[src/rtl/wdb_agent.sv]
// wdb_agent: write-data-buffer entry allocator, upstream write sink and dataram drain pipeline
module wdb_agent #(
  parameter int ENTRY_NUM   = 8,
  parameter int ENTRY_IDX_W = 3,
  parameter int ROB_IDX_W   = 5,
  parameter int TXNID_W     = 8,
  parameter int RD_DELAY    = 2,
  parameter int DONE_DELAY  = 4
) (
  input  logic                   clk,
  input  logic                   rst,
  output logic                   alloc_vld,
  output logic [ENTRY_IDX_W-1:0] alloc_idx,
  input  logic                   alloc_rdy,
  input  logic                   us_wr_vld,
  input  logic [ENTRY_IDX_W-1:0] us_wr_idx,
  output logic                   us_wr_rdy,
  input  logic                   dw_req_vld,
  input  logic [ENTRY_IDX_W-1:0] dw_req_idx,
  input  logic [ROB_IDX_W-1:0]   dw_req_rob_id,
  input  logic [TXNID_W-1:0]     dw_req_txnid,
  output logic                   dw_req_rdy,
  output logic                   wdb_mem_en,
  output logic                   wdb_wr_en,
  output logic [ENTRY_IDX_W-1:0] wdb_addr,
  output logic                   dram_wr_vld,
  output logic [TXNID_W-1:0]     dram_wr_txnid,
  output logic                   wr_done,
  output logic [ROB_IDX_W-1:0]   wr_done_rob_id,
  output logic                   err
);
  typedef enum logic [1:0] {FREE, ALLOC, FULL, DRAIN} st_e;
  st_e                   st    [ENTRY_NUM];
  logic [DONE_DELAY-1:0] p_vld;
  logic [ROB_IDX_W-1:0]  p_rob [DONE_DELAY];
  logic [ENTRY_IDX_W-1:0] p_idx [DONE_DELAY];
  logic [TXNID_W-1:0]    p_txn [RD_DELAY];
  logic                  acc;
  always_comb begin
    alloc_vld = 1'b0;
    alloc_idx = '0;
    for (int i = ENTRY_NUM - 1; i >= 0; i--)
      if (st[i] == FREE) begin
        alloc_vld = 1'b1;
        alloc_idx = ENTRY_IDX_W'(i);
      end
  end
  // the single SRAM port favours upstream writes; a stalled request is held by the arbiter
  assign us_wr_rdy      = 1'b1;
  assign dw_req_rdy     = ~us_wr_vld;
  assign acc            = dw_req_vld & dw_req_rdy;
  assign wdb_mem_en     = us_wr_vld | acc;
  assign wdb_wr_en      = us_wr_vld;
  assign wdb_addr       = us_wr_vld ? us_wr_idx : acc ? dw_req_idx : '0;
  assign dram_wr_vld    = p_vld[RD_DELAY-1];
  assign dram_wr_txnid  = p_txn[RD_DELAY-1];
  assign wr_done        = p_vld[DONE_DELAY-1];
  assign wr_done_rob_id = p_rob[DONE_DELAY-1];
  always_ff @(posedge clk or posedge rst) begin
    if (rst) begin
      for (int i = 0; i < ENTRY_NUM; i++) st[i] <= FREE;
      for (int i = 0; i < DONE_DELAY; i++) begin
        p_rob[i] <= '0;
        p_idx[i] <= '0;
      end
      for (int i = 0; i < RD_DELAY; i++) p_txn[i] <= '0;
      p_vld <= '0;
      err   <= 1'b0;
    end else begin
      p_vld    <= {p_vld[DONE_DELAY-2:0], acc};
      p_rob[0] <= acc ? dw_req_rob_id : '0;
      p_idx[0] <= acc ? dw_req_idx : '0;
      p_txn[0] <= acc ? dw_req_txnid : '0;
      for (int i = 1; i < DONE_DELAY; i++) begin
        p_rob[i] <= p_rob[i-1];
        p_idx[i] <= p_idx[i-1];
      end
      for (int i = 1; i < RD_DELAY; i++) p_txn[i] <= p_txn[i-1];
      err <= err | (us_wr_vld && st[us_wr_idx] != ALLOC) | (acc && st[dw_req_idx] != FULL);
      // later assignments win: release overrides drain, drain overrides alloc
      if (alloc_vld && alloc_rdy) st[alloc_idx] <= ALLOC;
      if (us_wr_vld && st[us_wr_idx] == ALLOC) st[us_wr_idx] <= FULL;
      if (acc) st[dw_req_idx] <= DRAIN;
      if (wr_done) st[p_idx[DONE_DELAY-1]] <= FREE;
    end
  end
endmodule

[config.mk]
export PLATFORM = sky130hd
export DESIGN_NAME = wdb_agent
export DESIGN_NICKNAME = d
export VERILOG_FILES = /design/src/rtl/wdb_agent.sv
export SDC_FILE = /design/constraint.sdc
export NUM_CORES = 1
export LEC_CHECK = 0
export CAP_MARGIN = 40
export CORE_MARGIN = 4
export CORE_UTILIZATION = 47
export CTS_CLUSTER_DIAMETER = 50
export DETAILED_ROUTE_END_ITERATION = 12
export PLACE_DENSITY_LB_ADDON = 0.08
export RECOVER_POWER = 50
export SKIP_CTS_REPAIR_TIMING = 1
export SLEW_MARGIN = 20
export SYNTH_ARGS = -nofsm -noshare
export SYNTH_HDL_FRONTEND = slang
export SYNTH_SLANG_ARGS = --single-unit
[constraint.sdc]
create_clock -name clk -period 2.3 [get_ports clk]
set_input_delay 0.46 -clock clk [delete_from_list [all_inputs] [get_ports clk]]
set_output_delay 0.46 -clock clk [all_outputs]
set_load 0.02 [all_outputs]
Word level (Yosys, flattened, before mapping)
Index checks and enable logic that the tools add are counted.
{ "word_totals": {"ff_bits": 69, "in_bits": 24, "out_inout_bits": 27} }
{ "classes": {"n_lt_le_gt_ge": 8, "n_eq_ne": 3, "muxes": 38, "n_bitwise": 18, "n_reduce_logical": 16} }
{ "ops": {"columns": ["op", "count"], "rows": [
  ["2-to-1 mux 16 bit", 4],
  ["2-to-1 mux 3 bit", 10],
  ["demux 2 bit (select 3 bit)", 4],
  ["bitwise AND 16 bit", 1],
  ["bitwise AND 8 bit", 2],
  ["greater-or-equal comparator 4 bit (second input constant)", 4],
  ["logical NOT 2 bit", 8],
  ["less-than comparator 4 x 1 -> 1 bit (second input constant)", 4],
  ["2-to-1 mux 2 bit", 8],
  ["inverter 16 bit", 1],
  ["inverter 3 -> 4 bit", 4],
  ["inverter 8 bit", 2],
  ["bitwise OR 16 bit", 1],
  ["bitwise OR 8 bit", 2],
  ["binary-select mux 2 bit (select 3 bit)", 2],
  ["logical AND 1 bit", 8],
  ["2-to-1 mux 1 bit", 8],
  ["2-to-1 mux 8 bit", 1],
  ["2-to-1 mux 5 bit", 1],
  ["bitwise OR 1 bit", 3],
  ["equality test 2 x 1 -> 1 bit (second input constant)", 1],
  ["inequality test 2 x 1 -> 1 bit (second input constant)", 1],
  ["inequality test 2 bit (second input constant)", 1],
  ["bitwise AND 1 bit", 1],
  ["inverter 1 bit", 1]
]} }

Longest topological paths before layout
{ "logic_depth": {"depth_word": 23, "depth_mapped": 6, "mapped_depth_nobuf": 6} }

Worst setup path after synthesis
OpenSTA, ideal clock, no wires.
{ "synth_timing": {"path_type": "register to output", "startpoint": "register st[0] (netlist bit)", "endpoint": "output alloc_idx[0]", "arrival_time_ps": 1220, "required_ps": 1840, "setup_slack_ps": 620, "path_stages_with_launch": 4, "path_buffers": 0, "cell_sequence": "dfrtp_1 -> o32a_1 -> o32a_4 -> clkinv_4"} }
{ "synth_between": {"elab_chain_cells": 9} }
{ "synth_rtl": {"columns": ["item", "line_no", "rtl"], "rows": [
  ["start: declaration", "33", "st_e st [ENTRY_NUM];"],
  ["start signal: indexed assignment", "81", "if (alloc_vld && alloc_rdy) st[alloc_idx] <= ALLOC;"],
  ["start signal: indexed assignment", "83", "if (acc) st[dw_req_idx] <= DRAIN;"],
  ["start signal: indexed assignment", "84", "if (wr_done) st[p_idx[DONE_DELAY-1]] <= FREE;"],
  ["logical NOT 2 bit", "43", "if (st[i] == FREE) begin"],
  ["2-to-1 mux 3 bit (8 in series)", "43", null],
  ["end: declaration", "13", "output logic [ENTRY_IDX_W-1:0] alloc_idx,"]
]} }
Every way passes these cells.

Final worst setup path
{ "layout_timing": {"startpoint": "input us_wr_vld", "endpoint": "output dw_req_rdy"} }
{ "layout_between": {"elab_chain_cells": 1} }
{ "layout_rtl": {"columns": ["item", "line_no", "rtl"], "rows": [
  ["start: declaration", "15", "input logic us_wr_vld,"],
  ["inverter 1 bit", "50", "assign dw_req_rdy = ~us_wr_vld;"],
  ["end: declaration", "22", "output logic dw_req_rdy,"]
]} }
Every way passes these cells.

==> reports/summary.txt <==
YOSYS
-----------------------------------------------------------------------------------------------------------------
Arithmetic-cell share of the synthesized area counting full adders, half adders and majority gates             0%
Netlist area before placement                                                                        0.002816 mm^2
Mux contribution to synthesized area                                                                       2.310%
Distinct cells, synth                                                                                          47
Post-synthesis cell count                                                                                     243
Synth async-reset ratio                                                                                    100.0%
Area fraction in compound gates after synthesis                                                            10.75%
Post-synthesis net count                                                                                      267
Part of the Yosys area used for sequential elements                                                        61.31%
Top-area cell type share of the netlist area                                                               61.31%
Largest family of logic cells by synthesized area                                                    simple AND/OR/NAND/NOR gates
Number of synthesized register bits                                                                            69
Average footprint of a synthesized cell                                                                11.59 um^2
Simple-gate share of the synthesized area                                                                  19.15%
Count of flip-flops with a built-in enable after synthesis                                                      0
Largest cells by area after synthesis                                                                sky130_fd_sc_hd__dfrtp_1 (61%), sky130_fd_sc_hd__nor2_1 (4.3%), sky130_fd_sc_hd__buf_4 (4.0%), sky130_fd_sc_hd__and2_1 (3.3%), sky130_fd_sc_hd__nor2b_1 (1.8%)
Area share of xor/xnor cells in the synthesized design                                                         0%
Synth warn                                                                                                      0
Post-synthesis cell type with the largest combined area                                              sky130_fd_sc_hd__dfrtp_1
Main flop type after synthesis                                                                       sky130_fd_sc_hd__dfrtp_1

CELLS AND AREA
-----------------------------------------------------------------------------------------------------------------
FILL cells                                                                                                    439
Synthesis-to-layout area growth                                                                            31.76%
Final nets                                                                                                    333
Combined area of the multi-input logic cells                                                           920.9 um^2
Most common cell after layout, fill and taps aside                                                   sky130_fd_sc_hd__dfrtp_1
Proportion of layout cells with a drive suffix above 1                                                     17.83%
Commonest cells after routing, fill and taps aside                                                   sky130_fd_sc_hd__dfrtp_1 (67), sky130_fd_sc_hd__clkdlybuf4s50_1 (40), sky130_fd_sc_hd__nor2_1 (28)
Register area                                                                                        0.001729 mm^2
Final standard cell area without fillers                                                             0.003711 mm^2
Antenna diode count                                                                                             0

PLACED DESIGN
-----------------------------------------------------------------------------------------------------------------
Port Buffer Count                                                                                              49
Post-placement setup slack                                                                             -0.2502 ns
Cell area reported after detailed placement                                                          0.003472 mm^2
Final HPWL from detailed placement                                                                        4750 um
Global placement routability congestion                                                                    0.9313

CLOCK NETWORK
-----------------------------------------------------------------------------------------------------------------
Clock Sink Count                                                                                               69
Longest Clk Path Bufs                                                                                           2
Latest clock arrival within the worst-skew pair                                                           0.34 ns
TritonCTS clock tree                                                                                        built
Number of buffers inserted during clock tree synthesis                                                          9
Max H-tree Level                                                                                                3
Clock slew at the register clock pins of the worst setup and hold paths                                   0.08 ns
CTS root buf                                                                                         sky130_fd_sc_hd__clkbuf_8

STATUS
-----------------------------------------------------------------------------------------------------------------
Run status                                                                                           finished clean

ROUTING
-----------------------------------------------------------------------------------------------------------------
Number of iterations in the first detailed-routing pass                                                         4
Wire per inst                                                                                            16.52 um
Final WL                                                                                                  6378 um
Antenna violation net count after detailed routing                                                              0
Average via count per standard cell                                                                         5.269
Routed vias                                                                                                  2034
DRC violation total after the first TritonRoute iteration                                                     142
Remaining routing DRC violations                                                                                0

WORST SETUP PATH
-----------------------------------------------------------------------------------------------------------------
Kind of critical path                                                                                input pin to primary output
Critical-path cell with the highest stage delay                                                      sky130_fd_sc_hd__clkdlybuf4s50_1
Most used cell along the critical path                                                               sky130_fd_sc_hd__clkdlybuf4s50_1
Biggest fanout along the worst timing path                                                                      8
Largest stage delay on the critical path                                                                  0.62 ns
CP Launch Type                                                                                          input pin
Data required, critical path                                                                              1.84 ns
Arrival @ worst endpoint                                                                                  1.76 ns
Count of buffer and inverter cells on the critical path                                                         4
Cell family contributing the most delay on the critical path                                         buffers and inverters
Type of destination of the critical path                                                             primary output
Cell-by-cell listing of the critical path                                                            clkdlybuf4s50_1 > buf_4 > inv_1 > clkdlybuf4s50_1

TIMING
-----------------------------------------------------------------------------------------------------------------
Worst-Margin Slew                                                                                       0.9043 ns
Final Hold Fails                                                                                                0
Final critical-path share of the clock period                                                              96.56%
Worst Clk Skew                                                                                        0.004936 ns
Highest attainable clock frequency                                                                     0.4503 GHz
Pins over their slew limit                                                                                      0
Setup WS post-layout                                                                                   0.07915 ns
Setup tns final                                                                                              0 ns
Headroom to the max-slew limit                                                                             39.71%
Final critical delay including setup and external delays                                                 2.221 ns
Final count of negative-setup-slack endpoints                                                                   0
Worst hold-check slack                                                                                  0.3458 ns

GLOBAL ROUTE
-----------------------------------------------------------------------------------------------------------------
Leftover overflow at the end of global routing                                                                  0
Total routing usage reported by global routing                                                             19.33%
Initial antenna violation count                                                                                 0
Global-route wire length before repair                                                                   10760 um
Maximum number of pins on one net before global-route repair                                                   70
Via count of the first global-routing pass                                                                   2208

RUN
-----------------------------------------------------------------------------------------------------------------
Max-cap violation count                                                                                         0

FLOORPLAN
-----------------------------------------------------------------------------------------------------------------
I/O pins                                                                                                       51
Number of rows in the core area                                                                                27
Total die area                                                                                       0.007295 mm^2
Initial cell density of the core                                                                           49.92%
Die height                                                                                               85.41 um
Floorplan die width                                                                                      85.41 um
CORE AREA                                                                                            0.005642 mm^2

POWER AND IR DROP
-----------------------------------------------------------------------------------------------------------------
Leakage component of the power                                                                           1.758 nW
PD cells                                                                                             950.3 mW/mm^2
Total Power                                                                                              3.527 mW
Max IR drop VDD                                                                                         0.6737 mV

MIN PATH
-----------------------------------------------------------------------------------------------------------------
Hold WC Path Type                                                                                    register to register

-- cell type report --
| type | count | area share (%) |
|---|---|---|
| Sequential cell | 69 | 46.59 |
| Clock buffer | 9 | 3.338 |
| Inverter | 11 | 1.247 |
| Timing Repair Buffer | 75 | 18.81 |
| Multi-Input combinational cell | 143 | 24.81 |
| Tap cell | 72 | 2.428 |
| Clock inverter | 7 | 2.765 |
-- registers in the layout, summed over array words and instances, names as in the netlist --
register / cells
st: 16
p_rob: 15
p_idx: 12
dram_wr_txnid: 8
p_txn: 8
wr_done_rob_id: 5
p_vld: 4
err: 1
-- power by group --
part / internal [mW] / switching (mW) / total (mW)
Combinational: 0.461 / 0.454 / 0.915
Sequential: 1.36 / 0.147 / 1.50
Clock: 0.625 / 0.483 / 1.11
Total: 2.44 / 1.08 / 3.53
-- cell usage after synthesis (all sizes together) (2+ instances only) --
master  number
a211oi       4
a21boi       3
a21o         2
a21oi        5
a311o        2
a311oi       2
and2        15
and4         2
buf         16
clkbuf       4
dfrtp       69
inv         10
mux2i        2
mux4         2
nand2       12
nand2b       5
nand3        5
nand3b       2
nand4        2
nor2        33
nor2b        8
nor3         8
nor3b        4
o22ai        3
o311a        3
o31a         2
o32a         4
-- worst paths after layout --
kind / slack [ns] / endpoint / cells past startpoint / startpoint
worst max-delay path: 0.08 / dw_req_rdy / 4 / us_wr_vld
worst min-delay path: 0.35 / wr_done_rob_id[1] / 0 / p_rob[6]
worst max register to register: 0.51 / st[2] / 6 / st[0]
worst min register to register: 0.35 / wr_done_rob_id[1] / 0 / p_rob[6]
max in group asynchronous: 0.79 / st[13] / 3 / rst
min in group asynchronous: 0.86 / p_rob[19] / 3 / rst
-- metal layers --
layer | global-route usage [%] | wire length, um | vias to the layer above
met1 | 24.95 | 2811 | 980
met4 | 7.050 | 119 | 0
met3 | 6.214 | 506 | 13
li1 | - | - | 956
met5 | 0 | 0 | -
met2 | 30.58 | 2941 | 85
-- stage by stage --
step | utilization (%) | cells
6_report | 65.78 | 386
5_1_grt | 65.78 | 386
4_1_cts | 65.56 | 386
3_5_place_dp | 61.54 | 370
3_3_place_gp | 61.54 | 370
2_1_floorplan | - | 243
-- logic make-up (layout without fill, tap and decap cells) --
| logic type | Yosys count | in the layout |
|---|---|---|
| mux | 4 | 4 |
| flops | 69 | 69 |
| other cells | 1 | 1 |
| simple gates | 102 | 102 |
| buf+inv | 31 | 102 |
| compound gates | 36 | 36 |
No activity file was read; power rests on OpenSTA's default activity.
